File: src/rtl/alu_loader_pkg.sv
// -----------------------------------------------------------------------------
// alu_loader_pkg
//   Shared definitions for the ALU operand loader: collector state encoding,
//   byte positions within a 5-byte operand frame, SEL field positions and the
//   SEL reserved-bit check.
// -----------------------------------------------------------------------------
package alu_loader_pkg;

  // Collector state: gathering bytes, or holding a complete shadow frame.
  typedef enum logic {
    ST_COLLECT = 1'b0,
    ST_FULL    = 1'b1
  } state_t;

  localparam int FRAME_BYTES = 5;
  localparam int IDX_W       = 3;

  // Byte order within a frame as it arrives on the stream.
  localparam logic [IDX_W-1:0] IDX_A0  = 3'd0;
  localparam logic [IDX_W-1:0] IDX_B0  = 3'd1;
  localparam logic [IDX_W-1:0] IDX_A1  = 3'd2;
  localparam logic [IDX_W-1:0] IDX_B1  = 3'd3;
  localparam logic [IDX_W-1:0] IDX_SEL = 3'd4;

  // SEL byte layout: [1:0] unit-1 select, [3:2] unit-2 select, [7:4] reserved.
  localparam int SEL1_LSB    = 0;
  localparam int SEL2_LSB    = 2;
  localparam int SEL_RSV_LSB = 4;

  // A SEL byte is acceptable when checking is off or its reserved nibble is zero.
  function automatic logic sel_ok(input logic [7:0] sel, input logic check);
    return !check || (sel[7:SEL_RSV_LSB] == 4'h0);
  endfunction

endpackage

File: src/rtl/alu_operand_loader.sv
// -----------------------------------------------------------------------------
// alu_operand_loader
//   Assembles 5-byte operand frames (A0, B0, A1, B1, SEL) from a byte stream
//   into a shadow frame, then commits complete frames into a single-entry
//   output slot feeding the dual 8-bit ALU stage. Collection of the next frame
//   overlaps the frame held at the ALU.
//
// Ports
//   wb_clk_i    : clock, rising edge
//   wb_rst_ni   : asynchronous active-low reset
//   in_data_i   : stream byte          in_valid_i : byte valid
//   in_ready_o  : byte accepted this cycle when in_valid_i is high
//   in_abort_i  : discard the partial/complete shadow frame
//   A0_o..B1_o  : operands for ALU unit 1 (A0,B0) and unit 2 (A1,B1)
//   ALU_Sel1_o  : unit-1 select (SEL[1:0])   ALU_Sel2_o : unit-2 select (SEL[3:2])
//   op_valid_o  : output slot holds a frame  op_ready_i : ALU consumes the slot
//   err_o       : 1-cycle pulse, frame dropped on SEL reserved-bit check
//   busy_o      : partial or complete shadow frame present
//   frames_o    : committed-frame count, wraps
// -----------------------------------------------------------------------------
module alu_operand_loader
  import alu_loader_pkg::*;
#(
  parameter int FCNT_W    = 16,
  parameter bit SEL_CHECK = 1'b1
) (
  input  logic              wb_clk_i,
  input  logic              wb_rst_ni,
  input  logic [7:0]        in_data_i,
  input  logic              in_valid_i,
  output logic              in_ready_o,
  input  logic              in_abort_i,
  output logic [7:0]        A0_o,
  output logic [7:0]        B0_o,
  output logic [7:0]        A1_o,
  output logic [7:0]        B1_o,
  output logic [1:0]        ALU_Sel1_o,
  output logic [1:0]        ALU_Sel2_o,
  output logic              op_valid_o,
  input  logic              op_ready_i,
  output logic              err_o,
  output logic              busy_o,
  output logic [FCNT_W-1:0] frames_o
);

  state_t           state_reg;
  logic [IDX_W-1:0] idx_reg;
  logic [7:0]       shadow_reg [FRAME_BYTES];
  logic             err_reg;
  logic             run_reg;

  logic [7:0]        a0_reg, b0_reg, a1_reg, b1_reg;
  logic [1:0]        sel1_reg, sel2_reg;
  logic              op_valid_reg;
  logic [FCNT_W-1:0] frames_reg;

  logic accept;
  logic slot_free;
  logic commit;

  // run_reg keeps in_ready_o low while in reset and for the release cycle,
  // so the interface reports "not ready" until the first clock edge.
  assign in_ready_o = run_reg && (state_reg == ST_COLLECT) && !in_abort_i;
  assign accept     = in_valid_i && in_ready_o;
  // The slot may be refilled in the same cycle the ALU consumes it.
  assign slot_free  = !op_valid_reg || op_ready_i;
  // Abort has priority over a pending commit.
  assign commit     = (state_reg == ST_FULL) && slot_free && !in_abort_i;

  // Collector: byte index, state, shadow frame and SEL-check error pulse.
  always_ff @(posedge wb_clk_i or negedge wb_rst_ni) begin
    if (!wb_rst_ni) begin
      state_reg <= ST_COLLECT;
      idx_reg   <= IDX_A0;
      err_reg   <= 1'b0;
      run_reg   <= 1'b0;
      for (int i = 0; i < FRAME_BYTES; i++) begin
        shadow_reg[i] <= 8'h00;
      end
    end else begin
      run_reg <= 1'b1;
      err_reg <= 1'b0;
      if (in_abort_i) begin
        state_reg <= ST_COLLECT;
        idx_reg   <= IDX_A0;
      end else if (accept) begin
        shadow_reg[idx_reg] <= in_data_i;
        if (idx_reg == IDX_SEL) begin
          idx_reg <= IDX_A0;
          if (sel_ok(in_data_i, SEL_CHECK)) begin
            state_reg <= ST_FULL;
          end else begin
            err_reg <= 1'b1;
          end
        end else begin
          idx_reg <= idx_reg + 3'd1;
        end
      end else if (commit) begin
        state_reg <= ST_COLLECT;
      end
    end
  end

  // Output slot and committed-frame counter.
  always_ff @(posedge wb_clk_i or negedge wb_rst_ni) begin
    if (!wb_rst_ni) begin
      a0_reg       <= 8'h00;
      b0_reg       <= 8'h00;
      a1_reg       <= 8'h00;
      b1_reg       <= 8'h00;
      sel1_reg     <= 2'b00;
      sel2_reg     <= 2'b00;
      op_valid_reg <= 1'b0;
      frames_reg   <= '0;
    end else if (commit) begin
      a0_reg       <= shadow_reg[IDX_A0];
      b0_reg       <= shadow_reg[IDX_B0];
      a1_reg       <= shadow_reg[IDX_A1];
      b1_reg       <= shadow_reg[IDX_B1];
      sel1_reg     <= shadow_reg[IDX_SEL][SEL1_LSB +: 2];
      sel2_reg     <= shadow_reg[IDX_SEL][SEL2_LSB +: 2];
      op_valid_reg <= 1'b1;
      frames_reg   <= frames_reg + 1'b1;
    end else if (op_ready_i) begin
      // Consumed with nothing to refill: operands keep their last value.
      op_valid_reg <= 1'b0;
    end
  end

  assign A0_o       = a0_reg;
  assign B0_o       = b0_reg;
  assign A1_o       = a1_reg;
  assign B1_o       = b1_reg;
  assign ALU_Sel1_o = sel1_reg;
  assign ALU_Sel2_o = sel2_reg;
  assign op_valid_o = op_valid_reg;
  assign frames_o   = frames_reg;
  assign err_o      = err_reg;
  assign busy_o     = (idx_reg != IDX_A0) || (state_reg == ST_FULL);

endmodule

File: config.mk
export PLATFORM = sky130hd
export DESIGN_NAME = alu_operand_loader
export DESIGN_NICKNAME = d
export VERILOG_FILES = /design/src/rtl/alu_loader_pkg.sv /design/src/rtl/alu_operand_loader.sv
export SDC_FILE = /design/constraint.sdc
export NUM_CORES = 1
export LEC_CHECK = 0
export BUFFER_PORTS_ARGS = -buffer_cell sky130_fd_sc_hd__buf_4
export CAP_MARGIN = 40
export CORE_ASPECT_RATIO = 1.4
export CORE_UTILIZATION = 37
export DETAILED_ROUTE_END_ITERATION = 10
export PLACE_DENSITY = 0.66
export RECOVER_POWER = 100
export SYNTH_ARGS = -nofsm -noshare
export SYNTH_HDL_FRONTEND = slang
export SYNTH_SLANG_ARGS = --single-unit
File: constraint.sdc
create_clock -name wb_clk_i -period 2.05 [get_ports wb_clk_i]
set_input_delay 0.1025 -clock wb_clk_i [delete_from_list [all_inputs] [get_ports wb_clk_i]]
set_output_delay 0.1025 -clock wb_clk_i [all_outputs]
set_load 0.005 [all_outputs]
==> metrics.txt <==
status=completed; DR WL/cell=approximately 15 um; P_leak=approximately 2.4 nW; Netlist cell types=29; syn_area_per_cell=approximately 12 um^2; Seq/Total Area, Yosys=0.6293; cts repair resizes=0; mux cell area share after synthesis=0.1073; Yosys Warn Count=0; compound-cell area share of the yosys netlist=0.006625; initial antenna violation count=0; clock root buffer=clkbuf_16; ant diodes=0; pre-CTS setup slack=409.2 ps; Synth Cell Area=around 3800 um^2; worst rel slew slack=0.1443; port bufs=68; Buf/Inv on CP=0; synthesized net count=approximately 340; first-pass GRT wire length=13,070 um; Worst Hold Class=in2reg; Net Switching=slightly below 900 uW; worst vdd ir=approximately 0.00047 V; GRT overflow=0; achievable frequency=around 560 MHz; xor/xnor share of the synthesized area=0.03478; fraction of layout cells with a size suffix above 1=0.2961; largest net degree at the start of global routing=52; Tmin final=~1800 ps; vias per inst=about 4.7; Sw Ratio=0.2204; Req. time, crit path=about 2300 ps; Fin Setup TNS=0 ps; Flop pwr share=0.516; crit-path max FO=8; CP delay by family, top=simple AND/OR/NAND/NOR gates; first drt pass iteration count=4; Slew Limit Fails=0; Initial Util=0.3816; # DRC=0; post-detail-place hpwl=between 5000 and 6000 um; number of synthesized register bits=between 90 and 100; Combinational Power Share=0.052; clock skew=roughly 10 ps; Adder-Cell Fraction of Synth Area=0.009937; Core Region=between 9000 and 10,000 um^2; cell internal pwr=3.060 mW; Clock transition at path regs=70 ps; # placed instances=around 530; final cell count without fillers=547; kind of critical path=reg2reg; gr usage total=0.1641; FP Rows=43; Worst Tran Pin Value=1284 ps; simple-gate share of the synthesized area=0.1991; slowest stage delay, CP=420 ps; CTS tree=built; routed vias=2,565; Layout Utilization=0.4798; crit path cell chain=nand4bb_4 > nor2_1 > nand3_1 > mux2_2; antenna viol nets, final=0; Layout area overhead=25.74%; Largest register FFs=36; worst endpoint data arrival time=2030 ps; gpl congestion=0.8139; # setup viols final=0; Post-layout nets=approximately 420; power per cell area=a little over 800 nW/um^2; total power=3.925 mW; vias in the first global route=2,586; RSZ-0062 raised after global routing=false; Setup WS post-layout=between 200 and 300 ps; io pins=between 60 and 70; Longest Clk Path Bufs=2; final worst path period share=0.8774; Post-CTS Hold Buffers=2; Mapped Cells=328; final hold viol count=0; first-iteration detailed-routing DRC count=~140; Clock Latency Late Sink=between 300 and 400 ps; Post-CTS Setup Bufs=0; die area=between 10,000 and 15,000 um^2; number of fillers in the final layout=between 900 and 1k; max cap viols=0; largest family of logic cells by synthesized area=simple AND/OR/NAND/NOR gates; routed wire length=a little under 8000 um; H-tree levels=3; crit path max-delay cell type=dfrtp_1; Critical Path Source Type=register; Clock Power Share=0.432; clk sink count=95; TritonCTS Buffers=9; DIE HEIGHT=121.6 um; Worst setup EP type=register; Die W=just under 90 um
-- cell type report --
cell class                      count  area, um^2  area share
Tap cell                          135       168.9     0.03556
Sequential cell                    95        2377      0.5005
Clock buffer                       10       239.0     0.05032
Inverter                            2       7.507    0.001581
Timing Repair Buffer               77       556.8      0.1172
Clock inverter                      6       67.56     0.01423
Multi-Input combinational cell    222        1333      0.2806
-- Yosys cell counts (all sizes together) --
cell,count,area share
nand2,125,0.12
dfrtp,95,0.63
mux2,36,0.11
xnor2,11,0.026
nand3,9,0.015
clkbuf,6,0.0060
nor2,6,0.0079
nand4,5,0.0083
nor3,4,0.0053
nor4,4,0.012
o21ai,4,0.0053
xor2,4,0.0093
buf,3,0.0040
ha,3,0.0099
nand2b,3,0.0070
and4,2,0.0046
inv,2,0.0020
a21oi,1,0.0013
and4bb,1,0.0033
conb,1,0.00099
nand4bb,1,0.0073
nor2b,1,0.0017
nor3b,1,0.0020
-- path summary, 6_finish.rpt --
kind	start	to	slack [ps]	cells past startpoint
worst max register to register	state_reg	shadow_reg[17]	250	4
max in group asynchronous	wb_rst_ni	ALU_Sel1_o[0]	490	3
worst min-delay path	in_data_i[2]	shadow_reg[18]	40	2
min in group asynchronous	wb_rst_ni	frames_o[10]	590	2
worst min register to register	shadow_reg[35]	A0_o[3]	470	2
worst max-delay path	state_reg	shadow_reg[17]	250	4
-- power groups by stage --
stage | Clock [mW] | Combinational [mW] | Sequential [mW]
2_1_floorplan | 0 | 0.111 | 2.04
3_3_place_gp | 0 | 0.201 | 2.05
3_5_place_dp | 0 | 0.210 | 2.06
4_1_cts | 1.73 | 0.215 | 2.03
5_1_grt | 1.81 | 0.227 | 2.04
6_report | 1.70 | 0.203 | 2.02
-- stage by stage --
stage	hold slack [ps]	instance area [um^2]
4_1_cts	31.51	4813
3_3_place_gp	172.1	4487
5_1_grt	38.81	4750
2_1_floorplan	-193.1	3777
6_report	37.98	4750
3_5_place_dp	185.0	4487
-- cell families after synthesis --
group           after synthesis
mux                          36
fa+ha+maj                     3
buf+inv                      11
compound gates                5
flops                        95
other cells                   1
xor+xnor                     15
simple gates                162
-- per-layer routing --
metal,global-route usage,wire length (um),up-vias
met5,0,0,-
met4,0.08504,187,0
met3,0.03049,372,10
met2,0.2695,3964,66
met1,0.2045,3411,1255
li1,-,-,1234
-- worst register-to-register path, delay by kind of cell (launching register included) --
kind	cells	cell delay (ps)
flip-flops	1	420
multiplexers	1	390
AND/OR/NAND/NOR	3	880
-- layout by cell type, fill, tap and decap left out, types with 5 or more instances in the layout --
master and n:
nand4_1 5, nand3_1 8, xnor2_1 11, mux2_2 36, clkbuf_16 9, clkbuf_1 9
nor2_1 6, dfrtp_1 95, clkbuf_4 49, buf_4 14, nand2_1 125
(Power assumes the default switching activity.)
